$ cat config.mk
export PLATFORM = sky130hd
export DESIGN_NAME = noc_out_port_arbiter_flat
export DESIGN_NICKNAME = d
export VERILOG_FILES = /design/src/rtl/noc_out_port_arbiter_pkg.sv /design/src/rtl/noc_out_port_arbiter_if.sv /design/src/rtl/noc_out_port_arbiter_rr_arbiter.sv /design/src/rtl/noc_out_port_arbiter.sv /design/src/flat_wrapper.sv
export SDC_FILE = /design/constraint.sdc
export NUM_CORES = 1
export LEC_CHECK = 0
export BUFFER_PORTS_ARGS = -buffer_cell sky130_fd_sc_hd__buf_2
export CAP_MARGIN = 15
export CORE_MARGIN = 3
export CORE_UTILIZATION = 38
export CTS_CLUSTER_DIAMETER = 40
export CTS_CLUSTER_SIZE = 25
export DETAILED_ROUTE_END_ITERATION = 10
export PLACE_DENSITY_LB_ADDON = 0.3
export REMOVE_ABC_BUFFERS = 1
export SYNTH_ARGS = -nofsm -noshare
export SYNTH_HDL_FRONTEND = slang
export SYNTH_SLANG_ARGS = --single-unit
$ cat constraint.sdc
create_clock -name clk -period 3.8 [get_ports clk]
set_input_delay 0.19 -clock clk [delete_from_list [all_inputs] [get_ports clk]]
set_output_delay 0.19 -clock clk [all_outputs]
set_load 0.02 [all_outputs]
$ cat src/rtl/noc_out_port_arbiter_pkg.sv
// rtl/noc_out_port_arbiter_pkg.sv - shared types and constants for the NoC output port arbiter
// Contents: flit type codes, scheduler state encoding, default sizes,
//           and helpers for locating and decoding the flit type field.
package noc_pkg;

  localparam int NOC_NUM_PORTS = 5;
  localparam int NOC_FLIT_W    = 40;

  typedef enum logic [1:0] {
    FLIT_BODY   = 2'b00,
    FLIT_HEAD   = 2'b01,
    FLIT_TAIL   = 2'b10,
    FLIT_SINGLE = 2'b11
  } flit_type_e;

  typedef enum logic [1:0] {
    IDLE = 2'd0,
    READ = 2'd1,
    CAPT = 2'd2,
    SEND = 2'd3
  } state_e;

  // The type field occupies the two most significant bits of a flit.
  function automatic int type_lsb(input int flit_w);
    return flit_w - 2;
  endfunction

  // TAIL and SINGLE are the flits that release a wormhole lock.
  function automatic logic ends_packet(input logic [1:0] ftype);
    return (ftype == FLIT_TAIL) || (ftype == FLIT_SINGLE);
  endfunction

endpackage

$ cat src/rtl/noc_out_port_arbiter_if.sv
// rtl/noc_out_port_arbiter_if.sv - FIFO-side and link-side signal bundle of one output port
// Signals: fifo_empty/fifo_wr/fifo_dout from the input FIFOs, fifo_rd back to them,
//          out_flit/out_valid/out_ready towards the link, grant/busy status.
// Modports: master = the arbiter, slave = the FIFOs and link around it.
interface noc_out_port_arbiter_if
  import noc_pkg::*;
#(
  parameter int NUM_PORTS = NOC_NUM_PORTS,
  parameter int FLIT_W    = NOC_FLIT_W
) ();

  logic [NUM_PORTS-1:0]        fifo_empty;
  logic [NUM_PORTS-1:0]        fifo_wr;
  logic [NUM_PORTS*FLIT_W-1:0] fifo_dout;
  logic [NUM_PORTS-1:0]        fifo_rd;
  logic [FLIT_W-1:0]           out_flit;
  logic                        out_valid;
  logic                        out_ready;
  logic [NUM_PORTS-1:0]        grant;
  logic                        busy;

  modport master (
    input  fifo_empty, fifo_wr, fifo_dout, out_ready,
    output fifo_rd, out_flit, out_valid, grant, busy
  );

  modport slave (
    output fifo_empty, fifo_wr, fifo_dout, out_ready,
    input  fifo_rd, out_flit, out_valid, grant, busy
  );

endinterface

$ cat src/rtl/noc_out_port_arbiter_rr_arbiter.sv
// rtl/noc_out_port_arbiter_rr_arbiter.sv - combinational round-robin picker
// Ports: req  - request vector
//        ptr  - index of the last winner; search starts at ptr+1 and wraps
//        gnt  - one-hot winner (0 when no request)
//        idx  - winner index
//        any  - at least one request present
module rr_arbiter #(
  parameter int NUM_PORTS = 5,
  parameter int PTR_W     = 3
) (
  input  logic [NUM_PORTS-1:0] req,
  input  logic [PTR_W-1:0]     ptr,
  output logic [NUM_PORTS-1:0] gnt,
  output logic [PTR_W-1:0]     idx,
  output logic                 any
);

  // Two ordered passes: indices above ptr first, then 0..ptr, which is the
  // ptr+1, ptr+2, ... wrap-around order without variable-index arithmetic.
  always_comb begin
    gnt = '0;
    idx = '0;
    any = 1'b0;
    for (int j = 0; j < NUM_PORTS; j++) begin
      if (!any && req[j] && (PTR_W'(j) > ptr)) begin
        gnt[j] = 1'b1;
        idx    = PTR_W'(j);
        any    = 1'b1;
      end
    end
    for (int j = 0; j < NUM_PORTS; j++) begin
      if (!any && req[j] && (PTR_W'(j) <= ptr)) begin
        gnt[j] = 1'b1;
        idx    = PTR_W'(j);
        any    = 1'b1;
      end
    end
  end

endmodule

$ cat src/rtl/noc_out_port_arbiter.sv
// rtl/noc_out_port_arbiter.sv - wormhole round-robin scheduler for one router output link
// Ports: clk - rising-edge clock
//        rst - asynchronous active-high reset
//        bus - master side of noc_out_port_arbiter_if (FIFO status/data in,
//              fifo_rd out, out_flit/out_valid/out_ready link handshake, grant/busy)
module noc_out_port_arbiter
  import noc_pkg::*;
#(
  parameter int NUM_PORTS = NOC_NUM_PORTS,
  parameter int FLIT_W    = NOC_FLIT_W,
  parameter int PTR_W     = 3
) (
  input  logic                  clk,
  input  logic                  rst,
  noc_out_port_arbiter_if.master bus
);

  localparam int TYPE_LSB = type_lsb(FLIT_W);

  state_e               state_q, state_d;
  logic [NUM_PORTS-1:0] grant_q, grant_d;
  logic [PTR_W-1:0]     rr_ptr_q, rr_ptr_d;
  logic                 busy_q, busy_d;
  logic                 out_valid_q, out_valid_d;
  logic [FLIT_W-1:0]    out_flit_q, out_flit_d;
  logic [NUM_PORTS-1:0] fifo_rd_c;

  logic [NUM_PORTS-1:0] eligible;
  logic [NUM_PORTS-1:0] arb_gnt;
  logic [PTR_W-1:0]     arb_idx;
  logic                 arb_any;

  // A read in the same cycle as a write is dropped by the FIFO, so a port
  // being written is treated as not ready.
  assign eligible = ~bus.fifo_empty & ~bus.fifo_wr;

  rr_arbiter #(
    .NUM_PORTS (NUM_PORTS),
    .PTR_W     (PTR_W)
  ) u_rr_arbiter (
    .req (eligible),
    .ptr (rr_ptr_q),
    .gnt (arb_gnt),
    .idx (arb_idx),
    .any (arb_any)
  );

  always_comb begin
    state_d     = state_q;
    grant_d     = grant_q;
    rr_ptr_d    = rr_ptr_q;
    busy_d      = busy_q;
    out_valid_d = out_valid_q;
    out_flit_d  = out_flit_q;
    fifo_rd_c   = '0;
    case (state_q)
      IDLE: begin
        if (arb_any) begin
          grant_d  = arb_gnt;
          rr_ptr_d = arb_idx;
          busy_d   = 1'b1;
          state_d  = READ;
        end
      end
      READ: begin
        // Stall here with the lock held until the owner can be read again.
        if (|(grant_q & eligible)) begin
          fifo_rd_c = grant_q;
          state_d   = CAPT;
        end
      end
      CAPT: begin
        // rr_ptr_q holds the owner's index for the whole lock.
        out_flit_d  = bus.fifo_dout[int'(rr_ptr_q)*FLIT_W +: FLIT_W];
        out_valid_d = 1'b1;
        state_d     = SEND;
      end
      SEND: begin
        if (bus.out_ready) begin
          out_valid_d = 1'b0;
          if (ends_packet(out_flit_q[TYPE_LSB +: 2])) begin
            grant_d = '0;
            busy_d  = 1'b0;
            state_d = IDLE;
          end else begin
            state_d = READ;
          end
        end
      end
      default: state_d = IDLE;
    endcase
  end

  always_ff @(posedge clk or posedge rst) begin
    if (rst) begin
      state_q     <= IDLE;
      grant_q     <= '0;
      rr_ptr_q    <= PTR_W'(NUM_PORTS - 1);
      busy_q      <= 1'b0;
      out_valid_q <= 1'b0;
      out_flit_q  <= '0;
    end else begin
      state_q     <= state_d;
      grant_q     <= grant_d;
      rr_ptr_q    <= rr_ptr_d;
      busy_q      <= busy_d;
      out_valid_q <= out_valid_d;
      out_flit_q  <= out_flit_d;
    end
  end

  assign bus.fifo_rd   = fifo_rd_c;
  assign bus.grant     = grant_q;
  assign bus.busy      = busy_q;
  assign bus.out_valid = out_valid_q;
  assign bus.out_flit  = out_flit_q;

endmodule

$ cat src/flat_wrapper.sv
// flat-port wrapper written by rule: the top's interface ports become plain ports
module noc_out_port_arbiter_flat import noc_pkg::*;
#(
  parameter int NUM_PORTS = NOC_NUM_PORTS,
  parameter int FLIT_W    = NOC_FLIT_W,
  parameter int PTR_W     = 3
)
  (clk, rst, bus_fifo_empty, bus_fifo_wr, bus_fifo_dout, bus_out_ready, bus_fifo_rd, bus_out_flit, bus_out_valid, bus_grant, bus_busy);
  noc_out_port_arbiter_if #(.NUM_PORTS(NUM_PORTS), .FLIT_W(FLIT_W)) bus_i ();
  input  logic clk;
  input  logic rst;
  input wire logic [$bits(bus_i.fifo_empty)-1:0] bus_fifo_empty;
  input wire logic [$bits(bus_i.fifo_wr)-1:0] bus_fifo_wr;
  input wire logic [$bits(bus_i.fifo_dout)-1:0] bus_fifo_dout;
  input wire logic [$bits(bus_i.out_ready)-1:0] bus_out_ready;
  output wire logic [$bits(bus_i.fifo_rd)-1:0] bus_fifo_rd;
  output wire logic [$bits(bus_i.out_flit)-1:0] bus_out_flit;
  output wire logic [$bits(bus_i.out_valid)-1:0] bus_out_valid;
  output wire logic [$bits(bus_i.grant)-1:0] bus_grant;
  output wire logic [$bits(bus_i.busy)-1:0] bus_busy;
  assign bus_i.fifo_empty = bus_fifo_empty;
  assign bus_i.fifo_wr = bus_fifo_wr;
  assign bus_i.fifo_dout = bus_fifo_dout;
  assign bus_i.out_ready = bus_out_ready;
  assign bus_fifo_rd = bus_i.fifo_rd;
  assign bus_out_flit = bus_i.out_flit;
  assign bus_out_valid = bus_i.out_valid;
  assign bus_grant = bus_i.grant;
  assign bus_busy = bus_i.busy;
  noc_out_port_arbiter #(.NUM_PORTS(NUM_PORTS), .FLIT_W(FLIT_W), .PTR_W(PTR_W)) u_core (.clk(clk), .rst(rst), .bus(bus_i));
endmodule
==> results of run 1 <==
## layout make-up
| type | instances | area share |
|---|---|---|
| clock buffer | 6 | 0.0139 |
| tap | 129 | 0.0310 |
| clock inverter | 2 | 0.00673 |
| timing repair buffer | 270 | 0.263 |
| sequential | 52 | 0.251 |
| multi-input combinational | 281 | 0.428 |
| inverter | 9 | 0.00649 |
| antenna | 1 | 0.000481 |
## registers in the layout, summed over array words and instances (netlist names)
name                  count
u_core.bus.grant          5
u_core.state_q            2
u_core.rr_ptr_q           3
u_core.bus.busy           1
u_core.bus.out_flit      40
u_core.bus.out_valid      1
## report_power, final
group / internal, W / total, W / switching [W]
Clock: 0.000196 / 0.000377 / 0.000181
Sequential: 0.000839 / 0.00122 / 0.000381
Combinational: 0.000981 / 0.00223 / 0.00125
## cell usage in the layout, fill, tap and decap left out, types with 4 or more instances in the layout
master,n
clkbuf_8,5
a221oi_1,24
nand2_1,5
o32ai_1,6
buf_4,6
buf_2,264
o2bb2ai_1,15
and2_1,5
dfrtp_1,49
or2_2,4
nor2_1,71
o21ai_0,33
inv_1,7
mux2i_1,30
a21oi_1,18
mux4_2,25
## cell usage after synthesis (all sizes together) (2+ instances only)
cell and n:
clkbuf 17, and2 5, dfrtp 51, nor2b 2
nor2 71, o21ai 35, nor3 4, o32ai 6
nand2 5, a22oi 2, o22ai 3, nor3b 3
mux4 25, a31oi 3, o31ai 2, or2 4
a32o 2, inv 9, o2bb2ai 15, ha 4
a2111oi 2, a221oi 25, nand3 2, a21oi 18
buf 15, mux2i 30
## metal layers
layer,GRT usage,up-vias,wire [um]
li1,-,1941,-
met1,0.273,1979,5100
met5,0,-,7
met4,0.0544,2,201
met3,0.0340,14,987
met2,0.428,202,6850
## worst max-delay path: stages, from the launching register on
cell      delay (ns)
dfstp_2         0.98
inv_2           0.40
nor3_2          0.26
buf_4           0.31
a221oi_1        0.14
nor2_1          0.17
## logic make-up after synthesis
group / Yosys count / share of synthesized area
AOI/OAI and AO/OA: 122 / 0.232
and+or+nand+nor: 99 / 0.115
muxes: 56 / 0.234
DFF: 52 / 0.349
buffers and inverters: 41 / 0.0560
adders and majority gates: 4 / 0.0134
## how the worst max path moves through the flow
stage                        from                       to  depth (start not counted)  slack (ns)
5_1_grt        u_core.rr_ptr_q[2]  u_core.bus.out_flit[10]                          5        1.30
6_report       u_core.rr_ptr_q[2]  u_core.bus.out_flit[33]                          5        1.44
3_5_place_dp   u_core.rr_ptr_q[2]  u_core.bus.out_flit[17]                          4        1.29
3_3_place_gp   u_core.rr_ptr_q[2]   u_core.bus.out_flit[8]                          4        1.39
2_1_floorplan  u_core.rr_ptr_q[0]   u_core.bus.out_flit[0]                          4        0.33
4_1_cts        u_core.rr_ptr_q[2]  u_core.bus.out_flit[17]                          4        1.30
## per-stage QoR
step	instance area, sq um	total power [W]	setup slack [ns]	hold WS [ns]	util
finish	5200	0.00383	1.44	0.00735	0.553
global route	5200	0.00413	1.30	0.0698	0.553
CTS	5190	0.00386	1.30	0.0259	0.552
detailed placement	5090	0.00348	1.29	0.358	0.540
global placement	5090	0.00341	1.39	0.350	0.540
floorplan	3560	0.00273	0.333	0.281	-
==> flow_metrics.py, run 1 <==
metrics = {
    "timing": {
        "skew_ns": 0.00492,
        "rsz0062_at_grt": "no",
        "max_freq_ghz": 0.423,
        "final_hold_viol_count": 0,
        "timing.setup.tns_ns": 0,
        "setup_violations": 0,
        "slew_viol_final": 0,
        "period_share": 0.622,
        "relSlewSlack": 0.463,
        "tightest_slew_ns": 0.805,
        "fin_crit_ns": 2.36,
    },
    "power": {
        "power_density_mw_per_mm2": 736,
        "power.leakage_nw": 2.51,
        "peakVddDrop_v": 0.000300,
    },
    "run_status": {
        "outcome": "finished clean",
    },
    "yosys": {
        "synthTopCellsByArea": "dfrtp_1 34%, mux4_2 15%, mux2i_1 8.0%",
        "syn-cell-area_sq_mm": 0.00373,
        "synthCells": 374,
        "synthArstFlopShare": 1.00,
        "ys_types": 47,
        "yosysSeqAreaShare": 0.349,
        "ys_ff_latch": 52,
        "yosys.area.top_type": "dfrtp_1",
        "syn_area_per_cell_sq_um": 9.98,
        "ys.flop_type": "dfrtp_1",
        "synthDominantCellAreaShare": 0.342,
        "yosysWarningCount": 0,
        "synth_edf_count": 0,
    },
    "global_route": {
        "grt_pass1_vias": 4116,
        "grt.overflow.total": 0,
        "grt_usage": 0.228,
        "grt_max_degree": 57,
        "antenna_found_initial": 2,
        "grt_pass1_wl_mm": 20.5,
    },
    "worst_setup_path": {
        "required_ns": 4.02,
        "reg2regPathDepth": 5,
        "r2r-end": "u_core.bus.out_flit[33]",
        "cp_max_fo": 42,
        "rr_startpoint": "u_core.rr_ptr_q[2]",
        "path_class": "register to register",
        "worst_setup_path_end_kind": "register",
        "rrSetupSlack_ns": 1.44,
        "cp.arrival_ns": 2.58,
        "critPathLaunchType": "register",
    },
    "placed_design": {
        "dp.cells": 740,
        "gp_congestion": 0.929,
        "io_buffers": 264,
        "dpl.hpwl_mm": 10.5,
    },
    "detailed_routing": {
        "drt_drc_violations_left": 0,
        "drtAntennaViolNets": 0,
        "firstDrtPassIters": 5,
        "dr.first_iter.drc_count": 229,
        "wl_per_cell_um": 17.5,
        "viasPerCell": 5.52,
        "vias": 4138,
        "drt_wl_total_mm": 13.1,
    },
    "cts": {
        "cts_sinks": 52,
        "ctsHoldBuffers": 0,
        "path_clk_slew_ns": 0.09,
        "cts_resized": 0,
        "post_cts_buffers": 0,
        "htreeDepth": 2,
        "cts_buffers": 5,
        "cts_root_buffer": "clkbuf_8",
        "cts_buffer_depth": 2,
        "cts_tree": "built",
        "insertion_delay_ns": 0.30,
    },
    "floorplanning": {
        "io_pins": 265,
        "die_x_um": 105,
        "die_h_um": 105,
        "die_area_sq_mm": 0.0111,
        "rows": 35,
        "initial_core_util": 0.397,
        "coreArea_sq_mm": 0.00942,
    },
    "layout": {
        "final_nets": 836,
        "instances_no_fill": 750,
        "drive_above_1_share": 0.511,
        "final-seq-area_sq_mm": 0.00131,
        "num-fill-cells": 887,
        "syn_to_final_growth_pct": 39.4,
        "multiInputGateArea_sq_mm": 0.00222,
    },
    "hold_path": {
        "holdCritPathClass": "primary input to asynchronous set/reset pin",
    },
    "flow_run": {
        "cap_violations": 0,
    },
}
Power figures use the tool's default switching activity.
==> run 2: changes to the inputs <==
- ABC_AREA: not set -> 1
- CORE_UTILIZATION: 38 -> 37
- clock period: 3.8 -> 2.1 ns (I/O delays scaled with it)
==> flow_metrics.py, run 2 <==
metrics = {
    "power": {
        "total_power_w": 0.00706,
        "peakVddDrop_v": 0.000668,
        "power.leakage_nw": 2.55,
        "power_density_mw_per_mm2": 1380,
        "intPower_w": 0.00345,
        "share_clk_of_total_power": 0.102,
        "swShare": 0.511,
        "switching_power_w": 0.00361,
        "pwr-share-seq": 0.261,
        "p_comb_frac": 0.637,
    },
    "layout": {
        "drive_above_1_share": 0.411,
        "final-seq-area_sq_mm": 0.00130,
        "mostFrequentLayoutCells": "264 x buf_2, 94 x nand2_1, 91 x nor2_1",
        "antenna_cells": 0,
        "multiInputGateArea_sq_mm": 0.00204,
        "syn_to_final_growth_pct": 44.2,
        "num-fill-cells": 916,
        "final_nets": 970,
        "largest_reg_flops": 40,
        "layout_commonest_cell": "buf_2",
        "final_util": 0.552,
    },
    "worst_setup_path": {
        "reg2regPathDepth": 7,
        "worst_setup_path_end_kind": "register",
        "crit_buf_inv": 1,
        "cp.arrival_ns": 2.15,
        "cp_slowest_cell": "nor2_4",
        "path_class": "register to register",
        "required_ns": 2.34,
        "crit_family": "simple AND/OR/NAND/NOR gates",
        "rrSetupSlack_ns": 0.19,
        "cpPeakStageDelay_ns": 0.77,
        "critPathLaunchType": "register",
        "r2r-end": "u_core.bus.out_flit[10]",
        "rr_startpoint": "u_core.rr_ptr_q[2]",
        "cp_cell_sequence": "inv_2 > nand2_1 > nor2_4 > nand2_1 > o21ai_1 > a21oi_1 > a21oi_1",
        "crit_cells": 7,
        "cp_max_fo": 40,
    },
    "hold_path": {
        "hold_depth": 3,
        "holdCritPathClass": "primary input to register",
        "hold_start": "bus_fifo_dout[179]",
        "holdPathEnd": "u_core.bus.out_flit[19]",
    },
    "cts": {
        "cts_root_buffer": "clkbuf_8",
        "path_clk_slew_ns": 0.11,
        "cts_buffers": 5,
        "post_cts_buffers": 0,
        "htreeDepth": 2,
        "insertion_delay_ns": 0.31,
        "cts_sinks": 52,
        "cts_tree": "built",
        "cts_buffer_depth": 2,
    },
    "yosys": {
        "yosysSeqAreaShare": 0.367,
        "synth-simple-area-share": 0.275,
        "synth_adder_area_share": 0.0141,
        "synthTopCellsByArea": "dfrtp_1 36%, nand2_1 9.9%, nor2_1 9.7%",
        "syn-cell-area_sq_mm": 0.00355,
        "synth-xor-area-share": 0,
        "synth_edf_count": 0,
        "synth_common_cells": "94 x nand2_1, 92 x nor2_1, 67 x o21ai_0",
        "yosysWarningCount": 0,
        "synth_compound_area_frac": 0.282,
        "syn_area_per_cell_sq_um": 7.05,
        "synthArstFlopShare": 1.00,
        "yosysMostFrequentCell": "nand2_1",
        "synth_top_family_by_area": "compound AO/OA/AOI/OAI gates",
        "synth_mux_area_frac": 0,
        "ys_ff_latch": 52,
        "synthDominantCellAreaShare": 0.359,
        "yosys.area.top_type": "dfrtp_1",
        "ys.flop_type": "dfrtp_1",
        "synthCells": 504,
        "ys_types": 35,
    },
    "global_route": {
        "antenna_found_initial": 1,
        "grt.overflow.total": 0,
        "grt_pass1_wl_mm": 22.8,
        "grt_max_degree": 43,
        "grt_usage": 0.258,
        "grt_pass1_vias": 4494,
    },
    "placed_design": {
        "dpl.hpwl_mm": 11.0,
        "io_buffers": 264,
        "gp_congestion": 0.911,
    },
    "detailed_routing": {
        "wl_per_cell_um": 16.6,
        "drt_drc_violations_left": 0,
        "dr.first_iter.drc_count": 274,
        "viasPerCell": 5.26,
        "firstDrtPassIters": 5,
        "drt_wl_total_mm": 14.7,
        "vias": 4645,
        "drtAntennaViolNets": 0,
    },
    "floorplanning": {
        "die_h_um": 104,
        "initial_core_util": 0.382,
        "rows": 35,
        "die_x_um": 104,
        "coreArea_sq_mm": 0.00928,
        "io_pins": 265,
        "die_area_sq_mm": 0.0108,
    },
    "timing": {
        "tightest_slew_ns": 1.02,
        "setup_violations": 0,
        "final_hold_viol_count": 0,
        "relSlewSlack": 0.320,
        "skew_ns": 0.0111,
        "rsz0062_at_grt": "no",
        "max_freq_ghz": 0.523,
        "period_share": 0.910,
        "slew_viol_final": 0,
        "fin_crit_ns": 1.91,
    },
    "run_status": {
        "outcome": "finished clean",
    },
    "flow_run": {
        "cap_violations": 0,
    },
}
==> run 2: cell types whose count changed in the layout (fill, tap and decap cells not counted), moves of 14 or more <==
| cell | before | now |
|---|---|---|
| o2bb2ai_1 | 15 | 1 |
| nand2_1 | 5 | 94 |
| nor2_1 | 71 | 91 |
| nand3_1 | 2 | 21 |
| a21oi_1 | 18 | 43 |
| a221oi_1 | 24 | 0 |
| mux2i_1 | 30 | 0 |
| o21ai_0 | 33 | 67 |
| mux4_2 | 25 | 0 |
==> run 2: worst max-delay path by stage <==
stage | start | endpoint | slack (ns)
after floorplan | u_core.rr_ptr_q[0] | u_core.bus.out_flit[0] | -1.16
after global placement | u_core.rr_ptr_q[2] | u_core.bus.out_flit[22] | 0.23
after detailed placement | u_core.rr_ptr_q[2] | u_core.bus.out_flit[38] | 0.15
after CTS | u_core.rr_ptr_q[2] | u_core.bus.out_flit[38] | 0.13
after global routing | u_core.rr_ptr_q[2] | u_core.bus.grant[3] | 0.01
final | u_core.rr_ptr_q[2] | u_core.bus.out_flit[10] | 0.19
==> run 2: cells by family after synthesis <==
family,count (synthesis)
and+or+nand+nor,230
AOI/OAI and AO/OA,165
buffers and inverters,53
DFF,52
adders and majority gates,4
==> run 2: what timing repair did <==
item                                   in CTS  in global routing
endpoints found under the hold margin      24                  0
hold buffers                                1                  0
setup endpoints to repair                   0                 16
gates resized for setup                     0                  1
==> run 2: area by class of cell <==
class                           count  area share
Sequential cell                    52       0.254
Clock inverter                      3     0.00904
Clock buffer                        5      0.0134
Multi-Input combinational cell    399       0.399
Timing Repair Buffer              276       0.279
Inverter                           19      0.0144
Tap cell                          129      0.0315
==> run 2: through the flow <==
step                area, sq um  std cells  setup TNS (ns)  setup WS (ns)  hold WS (ns)
CTS                        5120        883               0          0.127        0.0591
global placement           5000        874               0          0.231         0.208
global route               5120        883               0         0.0140        0.0646
floorplan                  3400        470          -48.18          -1.16         0.280
detailed placement         5000        874               0          0.145         0.206
finish                     5120        883               0          0.189        0.0773
==> run 2: power groups by stage <==
stage | clock network, W | logic (W) | registers [W]
global route | 0.000773 | 0.00495 | 0.00190
global placement | 0 | 0.00436 | 0.00183
CTS | 0.000741 | 0.00450 | 0.00183
floorplan | 0 | 0.00228 | 0.00243
finish | 0.000717 | 0.00450 | 0.00185
detailed placement | 0 | 0.00449 | 0.00185
==> run 2: tightest hold or removal path: stages <==
cell,delay (ns)
buf_2,0.08
a21oi_1,0.05
a21oi_1,0.11
==> run 2: routing by layer <==
metal | track usage | wire (um) | up-vias
met5 | 0 | 13 | -
met4 | 0.0959 | 463 | 2
met3 | 0.0478 | 881 | 40
met2 | 0.449 | 7350 | 206
met1 | 0.317 | 5950 | 2168
li1 | - | - | 2229
==> run 3: changes to the inputs <==
- ABC_AREA: 1 -> not set
- CORE_UTILIZATION: 37 -> 38
==> flow_metrics.py, run 3 (synthesis results as in run 1) <==
metrics = {
    "run_status": {
        "outcome": "finished clean",
    },
    "worst_setup_path": {
        "reg2regPathDepth": 6,
        "cp_cell_sequence": "inv_1 > ha_2 > o21ai_0 > o32ai_1 > a31o_2 > mux2_2",
        "cpPeakStageDelay_ns": 0.43,
        "cp_max_fo": 8,
        "critPathLaunchType": "register",
        "cp.arrival_ns": 2.14,
        "rrSetupSlack_ns": 0.15,
        "crit_buf_inv": 1,
        "cp_slowest_cell": "dfrtp_1",
        "path_class": "register to register",
        "required_ns": 2.30,
        "rr_startpoint": "u_core.state_q[0]",
        "r2r-end": "u_core.state_q[1]",
        "crit_family": "compound AO/OA/AOI/OAI gates",
        "worst_setup_path_end_kind": "register",
    },
    "layout": {
        "drive_above_1_share": 0.522,
        "syn_to_final_growth_pct": 42.9,
        "final_nets": 848,
        "layout_commonest_cell": "buf_2",
        "multiInputGateArea_sq_mm": 0.00223,
        "mostFrequentLayoutCells": "264 x buf_2, 71 x nor2_1, 49 x dfrtp_1",
        "largest_reg_flops": 40,
        "num-fill-cells": 883,
        "final-seq-area_sq_mm": 0.00131,
    },
    "placed_design": {
        "io_buffers": 264,
        "dpl.hpwl_mm": 11.0,
        "dp_slack_ns": 0.135,
        "gp_congestion": 0.880,
    },
    "power": {
        "p_comb_frac": 0.633,
        "swShare": 0.466,
        "power_density_mw_per_mm2": 1340,
        "peakVddDrop_v": 0.000541,
        "share_clk_of_total_power": 0.096,
        "switching_power_w": 0.00332,
        "intPower_w": 0.00381,
        "power.leakage_nw": 2.58,
        "total_power_w": 0.00713,
        "pwr-share-seq": 0.271,
    },
    "timing": {
        "max_freq_ghz": 0.513,
        "relSlewSlack": 0.446,
        "whs_ns": 0.0164,
        "final_hold_viol_count": 0,
        "slew_viol_final": 0,
        "fin_crit_ns": 1.95,
        "setup_violations": 0,
        "period_share": 0.928,
        "skew_ns": 0.00903,
        "tightest_slew_ns": 0.830,
        "timing.setup.tns_ns": 0,
        "fin_ws_ns": 0.151,
    },
    "global_route": {
        "grt_max_degree": 57,
        "antenna_found_initial": 4,
        "grt_pass1_wl_mm": 21.4,
        "grt_pass1_vias": 4219,
        "grt.overflow.total": 0,
        "grt_usage": 0.239,
    },
    "floorplanning": {
        "die_x_um": 105,
        "initial_core_util": 0.397,
        "die_area_sq_mm": 0.0111,
        "rows": 35,
        "coreArea_sq_mm": 0.00942,
        "io_pins": 265,
        "die_h_um": 105,
    },
    "cts": {
        "cts_buffers": 5,
        "path_clk_slew_ns": 0.10,
        "insertion_delay_ns": 0.30,
        "cts_buffer_depth": 2,
        "cts_sinks": 52,
        "htreeDepth": 2,
        "cts_tree": "built",
        "cts_root_buffer": "clkbuf_8",
    },
    "detailed_routing": {
        "drt_wl_total_mm": 13.6,
        "drt_drc_violations_left": 0,
        "viasPerCell": 5.52,
        "firstDrtPassIters": 5,
        "wl_per_cell_um": 17.9,
        "vias": 4213,
        "dr.first_iter.drc_count": 259,
        "drtAntennaViolNets": 0,
    },
    "flow_run": {
        "cap_violations": 0,
    },
    "hold_path": {
        "hold_depth": 2,
        "hold_start": "bus_out_ready",
        "holdPathEnd": "u_core.bus.out_valid",
        "holdCritPathClass": "primary input to register",
    },
}
[run 3: cell types whose count changed in the layout (fill, tap and decap cells not counted), moves of 20 or more]
cell / delta
a21oi_1: -25
a221oi_1: +24
mux2i_1: +30
mux4_2: +25
nand2_1: -89
nor2_1: -20
o21ai_0: -34
[run 3: what timing repair did]
action | in CTS | in global routing
endpoints found under the setup margin | 5 | 10
resized for setup | 1 | 2
setup buffers | 0 | 1
pin swaps | 0 | 1
hold endpoints to repair | 26 | 0
hold buffers | 1 | 0
cloned | 0 | 0
[run 3: area by class of cell]
cell class / instances / share of cell area
multi-input combinational: 281 / 0.419
timing repair buffer: 282 / 0.278
sequential: 52 / 0.245
tap: 129 / 0.0303
clock buffer: 6 / 0.0136
clock inverter: 2 / 0.00657
inverter: 9 / 0.00633
antenna: 2 / 0.000938
[run 3: power by group through the flow]
stage	Clock [W]	Sequential, W	Combinational, W
after floorplan	0	0.00270	0.00224
after global placement	0	0.00195	0.00439
after detailed placement	0	0.00195	0.00452
after CTS	0.000714	0.00194	0.00452
after global routing	0.000752	0.00202	0.00492
final	0.000682	0.00193	0.00451
[run 3: how the worst max path moves through the flow]
| stage | to | startpoint | cells past startpoint | slack, ns |
|---|---|---|---|---|
| 2_1_floorplan | u_core.bus.out_flit[0] | u_core.rr_ptr_q[0] | 4 | -1.37 |
| 5_1_grt | bus_fifo_rd[1] | u_core.bus.grant[0] | 5 | -0.01 |
| 6_report | u_core.state_q[1] | u_core.state_q[0] | 6 | 0.15 |
| 4_1_cts | bus_fifo_rd[3] | u_core.bus.grant[2] | 5 | 0.06 |
| 3_3_place_gp | u_core.state_q[1] | u_core.state_q[0] | 6 | 0.27 |
| 3_5_place_dp | u_core.bus.grant[1] | u_core.state_q[0] | 5 | 0.14 |
[run 3: layer usage]
layer  global-route usage  vias to the layer above  wire (um)
li1                     -                     1960          -
met1                0.289                     1964       5100
met2                0.417                      247       6860
met3               0.0562                       38       1220
met4               0.0806                        4        433
met5                    0                        -         27
[run 3: through the flow]
| stage | cells | utilization | area (sq um) |
|---|---|---|---|
| 6_report | 763 | 0.567 | 5330 |
| 3_5_place_dp | 751 | 0.552 | 5190 |
| 4_1_cts | 760 | 0.564 | 5310 |
| 3_3_place_gp | 751 | 0.552 | 5190 |
| 2_1_floorplan | 342 | - | 3560 |
| 5_1_grt | 763 | 0.567 | 5330 |
[run 3: worst reg2reg max path, cell delays in order (launching register included)]
cell and delay (ns):
dfrtp_1 0.43, inv_1 0.15, ha_2 0.27, o21ai_0 0.19, o32ai_1 0.30, a31o_2 0.18, mux2_2 0.33
